`src/rtl/ttt_pkg.sv`:
```
// Shared definitions for the tic-tac-toe automatic player.
// Holds the game_state encodings, the winning-line cell table, the fallback
// corner/edge move orders, the player FSM state type and cell-index helpers.
package ttt_pkg;

  typedef logic [3:0] cell_t;

  localparam logic [1:0] GS_PLAY  = 2'b00;
  localparam logic [1:0] GS_X_WIN = 2'b01;
  localparam logic [1:0] GS_O_WIN = 2'b10;
  localparam logic [1:0] GS_DRAW  = 2'b11;

  // Rows, then columns, then the two diagonals.
  localparam cell_t LINES [8][3] = '{
    '{4'd0, 4'd1, 4'd2},
    '{4'd3, 4'd4, 4'd5},
    '{4'd6, 4'd7, 4'd8},
    '{4'd0, 4'd3, 4'd6},
    '{4'd1, 4'd4, 4'd7},
    '{4'd2, 4'd5, 4'd8},
    '{4'd0, 4'd4, 4'd8},
    '{4'd2, 4'd4, 4'd6}
  };

  localparam cell_t CORNERS [4] = '{4'd0, 4'd2, 4'd6, 4'd8};
  localparam cell_t EDGES   [4] = '{4'd1, 4'd3, 4'd5, 4'd7};

  typedef enum logic [2:0] {
    S_IDLE,
    S_SCAN,
    S_PICK,
    S_ISSUE,
    S_WAIT
  } state_t;

  // Cell index 0..8 to 1-based row/column.
  function automatic logic [1:0] idx_to_row(input cell_t idx);
    cell_t q;
    q = idx / 4'd3;
    return q[1:0] + 2'd1;
  endfunction

  function automatic logic [1:0] idx_to_col(input cell_t idx);
    cell_t r;
    r = idx % 4'd3;
    return r[1:0] + 2'd1;
  endfunction

endpackage

```
`src/rtl/ttt_line_eval.sv`:
```
// Combinational evaluation of one winning line.
// Ports:
//   cell_valid  [2:0]  occupied flags of the three cells of the line
//   cell_symbol [2:0]  symbols of those cells (meaningful where valid)
//   my_sym             this player's symbol
//   own_cnt, opp_cnt   occupied cells holding own / opponent symbol
//   empty_pos          position (0..2) of the first empty cell in the line
//   has_empty          at least one empty cell in the line
module ttt_line_eval
  import ttt_pkg::*;
(
  input  logic [2:0] cell_valid,
  input  logic [2:0] cell_symbol,
  input  logic       my_sym,
  output logic [1:0] own_cnt,
  output logic [1:0] opp_cnt,
  output logic [1:0] empty_pos,
  output logic       has_empty
);

  always_comb begin
    own_cnt   = '0;
    opp_cnt   = '0;
    empty_pos = '0;
    has_empty = 1'b0;
    for (int unsigned i = 0; i < 3; i++) begin
      if (cell_valid[i]) begin
        if (cell_symbol[i] == my_sym) own_cnt = own_cnt + 2'd1;
        else                          opp_cnt = opp_cnt + 2'd1;
      end else if (!has_empty) begin
        has_empty = 1'b1;
        empty_pos = 2'(i);
      end
    end
  end

endmodule

```
`src/rtl/ttt_auto_player.sv`:
```
// Automatic tic-tac-toe opponent driving the board's row/col/set interface.
// Ports:
//   clk, reset_n          clock (rising edge), asynchronous active-low reset
//   enable                permits starting a move (looked at only in IDLE)
//   valid[8:0]            board cell-occupied flags, index (row-1)*3+(col-1)
//   symbol[8:0]           board cell symbols
//   game_state[1:0]       00 playing, 01 X wins, 10 O wins, 11 draw
//   row, col [1:0]        move coordinates 1..3, 00 when no move is presented
//   set                   one-cycle move strobe
//   busy                  high outside IDLE
//   move_done             one-cycle pulse once the target cell reads occupied
//   error                 sticky acknowledgement-timeout flag
module ttt_auto_player
  import ttt_pkg::*;
#(
  parameter bit          MY_SYMBOL = 1'b0,
  parameter int unsigned TIMEOUT   = 15
) (
  input  logic       clk,
  input  logic       reset_n,
  input  logic       enable,
  input  logic [8:0] valid,
  input  logic [8:0] symbol,
  input  logic [1:0] game_state,
  output logic [1:0] row,
  output logic [1:0] col,
  output logic       set,
  output logic       busy,
  output logic       move_done,
  output logic       error
);

  state_t     state, state_nxt;
  logic [8:0] snap_valid, snap_valid_nxt;
  logic [8:0] snap_symbol, snap_symbol_nxt;
  logic [2:0] line_idx, line_idx_nxt;
  logic       win_found, win_found_nxt;
  logic       block_found, block_found_nxt;
  cell_t      win_cell, win_cell_nxt;
  cell_t      block_cell, block_cell_nxt;
  cell_t      target, target_nxt;
  logic [7:0] tmo_cnt, tmo_cnt_nxt;
  logic       move_done_nxt, error_nxt;

  logic       my_turn, playing;
  logic [3:0] n_occupied;
  cell_t      lcell [3];
  logic [2:0] lv, ls;
  logic [1:0] own_cnt, opp_cnt, empty_pos;
  logic       has_empty;
  cell_t      empty_cell;
  logic       pick_ok;
  cell_t      pick_cell;

  assign n_occupied = 4'($countones(valid));
  assign my_turn    = (n_occupied[0] == 1'b0) == (MY_SYMBOL == 1'b1);
  assign playing    = (game_state == GS_PLAY);

  always_comb begin
    for (int unsigned k = 0; k < 3; k++) begin
      lcell[k] = LINES[line_idx][k];
      lv[k]    = snap_valid[lcell[k]];
      ls[k]    = snap_symbol[lcell[k]];
    end
  end

  ttt_line_eval u_line_eval (
    .cell_valid  (lv),
    .cell_symbol (ls),
    .my_sym      (MY_SYMBOL),
    .own_cnt     (own_cnt),
    .opp_cnt     (opp_cnt),
    .empty_pos   (empty_pos),
    .has_empty   (has_empty)
  );

  always_comb begin
    case (empty_pos)
      2'd1:    empty_cell = lcell[1];
      2'd2:    empty_cell = lcell[2];
      default: empty_cell = lcell[0];
    endcase
  end

  // Move priority: win, block, centre, corners, edges (first free by snapshot).
  always_comb begin
    pick_ok   = 1'b0;
    pick_cell = '0;
    if (win_found) begin
      pick_ok   = 1'b1;
      pick_cell = win_cell;
    end else if (block_found) begin
      pick_ok   = 1'b1;
      pick_cell = block_cell;
    end else if (!snap_valid[4]) begin
      pick_ok   = 1'b1;
      pick_cell = 4'd4;
    end else begin
      for (int unsigned i = 0; i < 4; i++) begin
        if (!pick_ok && !snap_valid[CORNERS[i]]) begin
          pick_ok   = 1'b1;
          pick_cell = CORNERS[i];
        end
      end
      for (int unsigned i = 0; i < 4; i++) begin
        if (!pick_ok && !snap_valid[EDGES[i]]) begin
          pick_ok   = 1'b1;
          pick_cell = EDGES[i];
        end
      end
    end
  end

  always_comb begin
    state_nxt       = state;
    snap_valid_nxt  = snap_valid;
    snap_symbol_nxt = snap_symbol;
    line_idx_nxt    = line_idx;
    win_found_nxt   = win_found;
    block_found_nxt = block_found;
    win_cell_nxt    = win_cell;
    block_cell_nxt  = block_cell;
    target_nxt      = target;
    tmo_cnt_nxt     = tmo_cnt;
    move_done_nxt   = 1'b0;
    error_nxt       = error;

    case (state)
      S_IDLE: begin
        // move_done high means our own move is still settling on the board.
        if (enable && playing && my_turn && (valid != '1) && !move_done) begin
          state_nxt       = S_SCAN;
          snap_valid_nxt  = valid;
          snap_symbol_nxt = symbol;
          line_idx_nxt    = '0;
          win_found_nxt   = 1'b0;
          block_found_nxt = 1'b0;
        end
      end
      S_SCAN: begin
        if (!playing) begin
          state_nxt = S_IDLE;
        end else if (valid != snap_valid) begin
          snap_valid_nxt  = valid;
          snap_symbol_nxt = symbol;
          line_idx_nxt    = '0;
          win_found_nxt   = 1'b0;
          block_found_nxt = 1'b0;
        end else begin
          if (!win_found && own_cnt == 2'd2 && has_empty) begin
            win_found_nxt = 1'b1;
            win_cell_nxt  = empty_cell;
          end
          if (!block_found && opp_cnt == 2'd2 && has_empty) begin
            block_found_nxt = 1'b1;
            block_cell_nxt  = empty_cell;
          end
          if (line_idx == 3'd7) state_nxt = S_PICK;
          else                  line_idx_nxt = line_idx + 3'd1;
        end
      end
      S_PICK: begin
        if (!playing || !pick_ok) begin
          state_nxt = S_IDLE;
        end else begin
          target_nxt = pick_cell;
          state_nxt  = S_ISSUE;
        end
      end
      S_ISSUE: begin
        if (!playing) begin
          state_nxt = S_IDLE;
        end else if (valid[target]) begin
          state_nxt       = S_SCAN;
          snap_valid_nxt  = valid;
          snap_symbol_nxt = symbol;
          line_idx_nxt    = '0;
          win_found_nxt   = 1'b0;
          block_found_nxt = 1'b0;
        end else begin
          state_nxt   = S_WAIT;
          tmo_cnt_nxt = '0;
        end
      end
      S_WAIT: begin
        if (valid[target]) begin
          move_done_nxt = 1'b1;
          state_nxt     = S_IDLE;
        end else if (tmo_cnt == 8'(TIMEOUT - 1)) begin
          error_nxt = 1'b1;
          state_nxt = S_IDLE;
        end else begin
          tmo_cnt_nxt = tmo_cnt + 8'd1;
        end
      end
      default: state_nxt = S_IDLE;
    endcase
  end

  always_ff @(posedge clk or negedge reset_n) begin
    if (!reset_n) begin
      state       <= S_IDLE;
      snap_valid  <= '0;
      snap_symbol <= '0;
      line_idx    <= '0;
      win_found   <= 1'b0;
      block_found <= 1'b0;
      win_cell    <= '0;
      block_cell  <= '0;
      target      <= '0;
      tmo_cnt     <= '0;
      move_done   <= 1'b0;
      error       <= 1'b0;
    end else begin
      state       <= state_nxt;
      snap_valid  <= snap_valid_nxt;
      snap_symbol <= snap_symbol_nxt;
      line_idx    <= line_idx_nxt;
      win_found   <= win_found_nxt;
      block_found <= block_found_nxt;
      win_cell    <= win_cell_nxt;
      block_cell  <= block_cell_nxt;
      target      <= target_nxt;
      tmo_cnt     <= tmo_cnt_nxt;
      move_done   <= move_done_nxt;
      error       <= error_nxt;
    end
  end

  assign busy = (state != S_IDLE);
  assign row  = (state == S_ISSUE || state == S_WAIT) ? idx_to_row(target) : 2'b00;
  assign col  = (state == S_ISSUE || state == S_WAIT) ? idx_to_col(target) : 2'b00;
  // Gated live so an abort or a slipped-in move never produces a strobe.
  assign set  = (state == S_ISSUE) && playing && !valid[target];

endmodule

```
`config.mk`:
```
export PLATFORM = sky130hd
export DESIGN_NAME = ttt_auto_player
export DESIGN_NICKNAME = d
export VERILOG_FILES = /design/src/rtl/ttt_pkg.sv /design/src/rtl/ttt_line_eval.sv /design/src/rtl/ttt_auto_player.sv
export SDC_FILE = /design/constraint.sdc
export NUM_CORES = 1
export LEC_CHECK = 0
export CELL_PAD_IN_SITES_DETAIL_PLACEMENT = 1
export CELL_PAD_IN_SITES_GLOBAL_PLACEMENT = 1
export CORE_ASPECT_RATIO = 1.4
export CORE_MARGIN = 3
export CORE_UTILIZATION = 45
export DETAILED_ROUTE_END_ITERATION = 10
export PLACE_DENSITY_LB_ADDON = 0.1
export SETUP_SLACK_MARGIN = 0.3
export SYNTH_ARGS = -nofsm -noshare
export SYNTH_HDL_FRONTEND = slang
export SYNTH_HIERARCHICAL = 1
export SYNTH_SLANG_ARGS = --single-unit
```
`constraint.sdc`:
```
create_clock -name clk -period 5.2 [get_ports clk]
set_input_delay 1.04 -clock clk [delete_from_list [all_inputs] [get_ports clk]]
set_output_delay 1.04 -clock clk [all_outputs]
set_load 0.05 [all_outputs]
```
* Word level (Yosys, flattened, before mapping)
Memories as Yosys holds them, arrays and structs flattened.
Index checks and enable logic that the tools add are counted.
W data, S select, Z words.
** Word-level totals
- Bits in registers :: 48
- Input bits :: 23
- Output and inout port bits :: 8
- Word-level logic and storage cells :: 247
- Memories :: 1
- Memory bits (read-only) :: 96
** Memory list
- (no name shown) :: depth 8, bits a word 12, read ports 1, clocked after Yosys merged registers in 0, wr ports 0, line ttt_auto_player.sv:61 : lcell[k] = LINES[line_idx][k];
** Cells by class
- Muxes and demuxes :: 127
- Add/subtract/negate cells :: 16
- Bitwise operators :: 4
- Order comparisons :: 5
- Reduce and logical (&&, ||, !) cells :: 54
- Equal/unequal tests :: 26
- Div/mod/pow operators :: 2
** Operators by type and width (number)
- $mux W9 :: 10
- $mux W1 :: 56
- $pmux W9 S3 :: 2
- $mux W3 :: 14
- $mux W4 :: 9
- $mux W2 :: 17
- $mux W8 :: 4
- $bmux W1 S4 :: 7
- $mux W12 :: 2
- $reduce_and A6 Y1 :: 4
- $logic_not A1 Y1 :: 20
- $lt A4 B5 Y1 const B :: 4
- $ne A3 B3 Y1 const B :: 6
- $logic_and A1 B1 Y1 :: 17
- $ne A2 B2 Y1 const B :: 8
- $pmux W8 S2 :: 1
- $pmux W3 S5 :: 1
- $add A2 B1 Y2 const B :: 6
- $reduce_and A4 Y1 :: 3
- $ne A9 B9 Y1 :: 1
- $ne A9 B9 Y1 const B :: 1
- $pmux W3 S3 :: 1
- $add A1 B1 Y1 :: 8
- $add A8 B1 Y8 const B :: 1
- 22 further kinds :: 31

* Longest topological paths before layout
- Depth after elaboration :: 50
- Mapped depth :: 17
- Mapped depth without buffers :: 16

* Modules after synthesis
Netlist, hierarchy kept.
** By module, submodules not included
- ttt_auto_player :: instances 1, cells each 325, seq. area each 1201.2 µm², area each 3403.3 µm²
- ttt_line_eval :: instances 1, cells each 49, seq. area each 0.0 µm², area each 359.1 µm²

* Worst setup path before layout
Ideal clock, no wire load.
- Kind :: register to register
- From :: register line_idx[1]
- To :: register win_cell[0]
- Data arrival time :: 3.819 ns
- Required time :: 5.073 ns
- Path buffers :: 0
- Clock period less this slack :: 3.947 ns
- Cell stages (with the launch flop) :: 15
- Library setup time :: 0.127 ns
- Slack :: 1.253 ns
- Path through :: dfrtp_1 > inv_1 > ha_1 > mux2i_2 > mux4_2 > mux2_2 > and2_1 > ha_1 > nand2_1 > nor4b_1 > or3b_1 > nand2_1 > nor2_1 > or4b_4 > mux2_1
** On the way
- Elaborated cells between the ends (all ways) :: 38
- Classes of those cells :: add/sub: 2; eq/ne: 3; mux: 28; bitwise: 1; reduce/logical: 3; memory: 1
** RTL lines
- start, declared :: line ttt_auto_player.sv:36 : logic [2:0] line_idx, line_idx_nxt;
- start signal, assigned :: line ttt_auto_player.sv:218 : line_idx <= line_idx_nxt;
- $not A3 Y4 (implied by the code) (*) :: line ttt_auto_player.sv:61
- $mem_v2 Z8 W12 (*)
- $mux W12 (implied by the code) (*) (2 in a row) :: line ttt_auto_player.sv:61
- $bmux W1 S4 (*) :: line ttt_auto_player.sv:62 : lv[k] = snap_valid[lcell[k]];
- $mux W1 (implied by the code) (*) :: line ttt_auto_player.sv:62
- net lv[0] :: line ttt_auto_player.sv:48 : logic [2:0] lv, ls;
- $mux W2 (*) :: line ttt_line_eval.sv:27 : if (cell_valid[i]) begin
- $add A2 B1 Y2 :: line ttt_line_eval.sv:28 : if (cell_symbol[i] == my_sym) own_cnt = own_cnt + 2'd1;
- $mux W2 :: line ttt_line_eval.sv:28
- $mux W2 (*) :: line ttt_line_eval.sv:27
- $add A2 B1 Y2 :: line ttt_line_eval.sv:28
- $mux W2 :: line ttt_line_eval.sv:28
- $mux W2 (*) :: line ttt_line_eval.sv:27
- net own_cnt[1] :: line ttt_auto_player.sv:49 : logic [1:0] own_cnt, opp_cnt, empty_pos;
- $eq A2 B2 Y1 (*) :: line ttt_auto_player.sv:150 : if (!win_found && own_cnt == 2'd2 && has_empty) begin
- $logic_and A1 B1 Y1 (*) (2 in a row) :: line ttt_auto_player.sv:150
- $reduce_and A4 Y1 (no line) (*)
- end signal, assigned :: line ttt_auto_player.sv:221 : win_cell <= win_cell_nxt;
- end, declared :: line ttt_auto_player.sv:39 : cell_t win_cell, win_cell_nxt;
The timed path passes the listed nets; every way through them passes the cells marked *. The select of a mux whose other input is x is not followed.
A chain may end at the register's enable or synchronous reset.

* Worst setup path in the final report
- From :: register target[3]
- To :: output col[1]
** On the way
- Cells in the longest elaborated chain, start to end :: 3
** RTL lines
- start, declared :: line ttt_auto_player.sv:41 : cell_t target, target_nxt;
- start signal, assigned :: line ttt_auto_player.sv:223 : target <= target_nxt;
- $mod A4 B2 Y4 :: line ttt_pkg.sv:45 : r = idx % 4'd3;
- $add A2 B1 Y2 :: line ttt_pkg.sv:46 : return r[1:0] + 2'd1;
- $mux W2 :: line ttt_auto_player.sv:232 : assign col = (state == S_ISSUE || state == S_WAIT) ? idx_to_col(target) : 2'b00;
- end, declared :: line ttt_auto_player.sv:26 : output logic [1:0] col,
Every way passes these cells.

==> flow_metrics.tcl <==
set metrics [dict create \
    first_pass_iters 4 \
    finalNonFillerCells 499 \
    crit_arrival_ns 3.48 \
    cts_made_buffers 5 \
    clock-skew-final_ns 0.0137 \
    yosys_warnings 6 \
    tightest_slew_ns 1.10 \
    grt_pass1_vias 3267 \
    routedWlPerCell_um 19.9 \
    synth.avg_cell_area_um2 10.1 \
    min_period_ns 4.52 \
    die_h_um 114 \
    critPathKind "flop to primary output" \
    pwr-share-seq_pct 36.2 \
    fin_hold_ws_ns 0.491 \
    period_share_pct 86.9 \
    cts_hold_buf 0 \
    final_common_cell "dfrtp_1" \
    fin_ws_ns 0.683 \
    p_leak_uw 0.00177 \
    synth-edff-count 0 \
    routabilityCongestion 0.875 \
    crit_top_cell "ha_1" \
    synthXorXnorAreaFrac_pct 6.72 \
    drive_above_1_share_pct 12.5 \
    p_int_uw 975 \
    finalWirelength_um 9930 \
    dr_total_vias 2995 \
    dieArea_um2 9510 \
    cp_max_fo 5 \
    rsz0062_at_grt "false" \
    synth_area_um2 3760 \
    grt_max_degree 49 \
    grt_usage_pct 22.2 \
    ir_drop_uv 208 \
    grt_first_pass_wirelength_um 16800 \
    synth_compound_area_share_pct 10.4 \
    ys_types 64 \
    cts_setup_buffers 0 \
    cts_max_level 2 \
    synthMuxAreaShare_pct 19.3 \
    ys_seq_area_share_pct 31.9 \
    cp_slowest_stage_delay_ns 0.83 \
    mostFrequentLayoutCells "48 x dfrtp_1, 29 x nand2_1, 28 x nor2_1, 28 x clkdlybuf4s50_1, 26 x mux2_1" \
    p_comb_share_pct 47.0 \
    drv_slew 0 \
    finalSetupViolCount 0 \
    synthArstFlopShare_pct 100 \
    finalSetupTns_ns 0 \
    port_buffers 30 \
    place_ws_ns 0.631 \
    switching_share_pct 41.3 \
    io_pins 31 \
    slew_headroom_pct 25.8 \
    synth_top_family_by_area "simple AND/OR/NAND/NOR gates" \
    p_per_area_nw_per_um2 393 \
    antenna_left 0 \
    startpoint_type "flop" \
    end_kind "primary output" \
    p_switching_uw 685 \
    row_count 38 \
    dp.cells 491 \
    cts_buffer_depth 2 \
    clk_latency_ns 0.32 \
    status "complete, no violations" \
    synth_seq_cells 48 \
    hold_path.class "flop to flop" \
    area_delta_synth_final_pct 12.2 \
    worst_path_max_delay_cell "clkdlybuf4s50_1" \
    cts_sinks 48 \
    drt_iter0_markers 132 \
    overflow 0 \
    synth_top_area_share_pct 31.9 \
    dp_hpwl_um 7540 \
    finalInstanceArea_um2 4220 \
    pwr-share-clk_pct 16.8 \
    root_buffer "clkbuf_8" \
    critical_path_required_ns 4.16 \
    initial_core_util_pct 47.4 \
    synthSimpleGateAreaFrac_pct 21.3 \
    clk_pin_slew_ns 0.09 \
    cts_tree "built" \
    synthTopCellsByArea "dfrtp_1 32%, mux2_1 7.8%, mux4_2 7.8%" \
    synth_ff_type "dfrtp_1" \
    hold_viol 0 \
    yosys.area_share.adder_pct 4.99 \
    die_x_um 83.3 \
    synth_cells 374 \
    antenna_found_initial 0 \
    via_per_inst 6.00 \
    core_um2 7940 \
    fin_nets 436 \
    placedInstanceArea_um2 4110 \
    diodes 0 \
    crit_path_cell_trace "nand2b_1 -> inv_1 -> ha_1 -> inv_1 -> ha_1 -> nand2b_1 -> mux2i_1 -> ha_1 -> a21oi_1 -> mux2i_1 -> xor2_1 -> nor2_1 -> clkdlybuf4s50_1" \
    drv_cap 0 \
    fmax_mhz 221 \
    drc 0 \
    synth_area_leader_cell "dfrtp_1" \
]
==> metal layers <==
layer / up-vias / GRT usage (%) / share of wire (%) / wire (um)
li1: 1402 / - / - / -
met1: 1519 / 25.0 / 40 / 4020
met2: 52 / 41.0 / 53 / 5310
met3: 22 / 3.89 / 2.9 / 292
met4: 0 / 9.49 / 3.1 / 312
met5: - / 0 / 0 / 0
==> stage by stage <==
step | power (uW) | util [%]
after detailed placement | 1380 | 51.7
after global placement | 1350 | 51.7
after CTS | 1670 | 53.1
after floorplan | 1200 | -
final | 1660 | 53.2
after global routing | 1790 | 53.2
==> cell type report <==
type	count	area [um^2]
Fill cell	902	3720
Multi-Input combinational cell	290	2370
Sequential cell	48	1200
Timing Repair Buffer	36	350
Tap cell	100	125
Clock buffer	6	72.6
Inverter	17	63.8
Clock inverter	2	35.0
==> cell usage after synthesis (all sizes together) (7+ instances only) <==
master and number:
nor2b 12, nand4 9, mux4 13, nor2 28, xnor2 17, o21ai 10, mux2i 7, nand3 12
xor2 11, inv 17, a21oi 13, nand2 29, mux2 32, dfrtp 48, ha 15, buf 14
==> sequential cells by signal, summed over array words and instances, names as in the netlist <==
| signal | flops |
|---|---|
| line_idx | 3 |
| snap_valid | 9 |
| tmo_cnt | 8 |
| state | 3 |
| win_found | 1 |
| move_done | 1 |
| target | 4 |
| block_cell | 4 |
| error | 1 |
| win_cell | 4 |
| snap_symbol | 9 |
| block_found | 1 |
==> worst max-delay path, delay by kind of cell (launching register included) <==
family,cells,cell delay [ns]
compound gates,1,0.32
xor+xnor,1,0.09
fa+ha+maj,3,0.57
buf+inv,3,0.95
flops,1,0.43
mux,2,0.37
simple gates,3,0.43
==> power groups by stage <==
stage,Clock (uW),Sequential [uW],Combinational (uW)
4_1_cts,288,596,782
3_5_place_dp,0,605,776
6_report,278,602,780
3_3_place_gp,0,605,748
2_1_floorplan,0,508,687
5_1_grt,303,619,864
==> kinds of logic (layout without fill, tap and decap cells) <==
family | after synthesis | in the layout
xor gates and xnor gates | 28 | 28
muxes | 52 | 52
other | 1 | 2
adders and majority gates | 15 | 15
buffers and inverters | 37 | 61
DFF | 48 | 48
AOI/OAI and AO/OA | 56 | 56
and+or+nand+nor | 137 | 137
==> what timing repair did <==
| action | CTS | global route |
|---|---|---|
| gates resized for setup | 0 | 1 |
| setup endpoints to repair | 0 | 8 |
| endpoints found under the hold margin | 0 | 0 |
==> final timing paths <==
path                                          from                    endpoint  slack, ns  depth (start not counted)
setup / recovery             target[3]$_DFFE_PN0P_                      col[1]       0.68                         13
setup reg to reg           line_idx[1]$_DFFE_PN0P_     win_cell[0]$_DFFE_PN0P_       0.75                         15
hold / removal                   error$_DFFE_PN0P_           error$_DFFE_PN0P_       0.49                          1
hold reg to reg                  error$_DFFE_PN0P_           error$_DFFE_PN0P_       0.49                          1
min in group asynchronous                  reset_n  snap_symbol[1]$_DFFE_PN0P_       0.81                          2
max in group asynchronous                  reset_n     win_cell[0]$_DFFE_PN0P_       3.94                          2
Note: power is estimated with default switching activity, not from simulation.
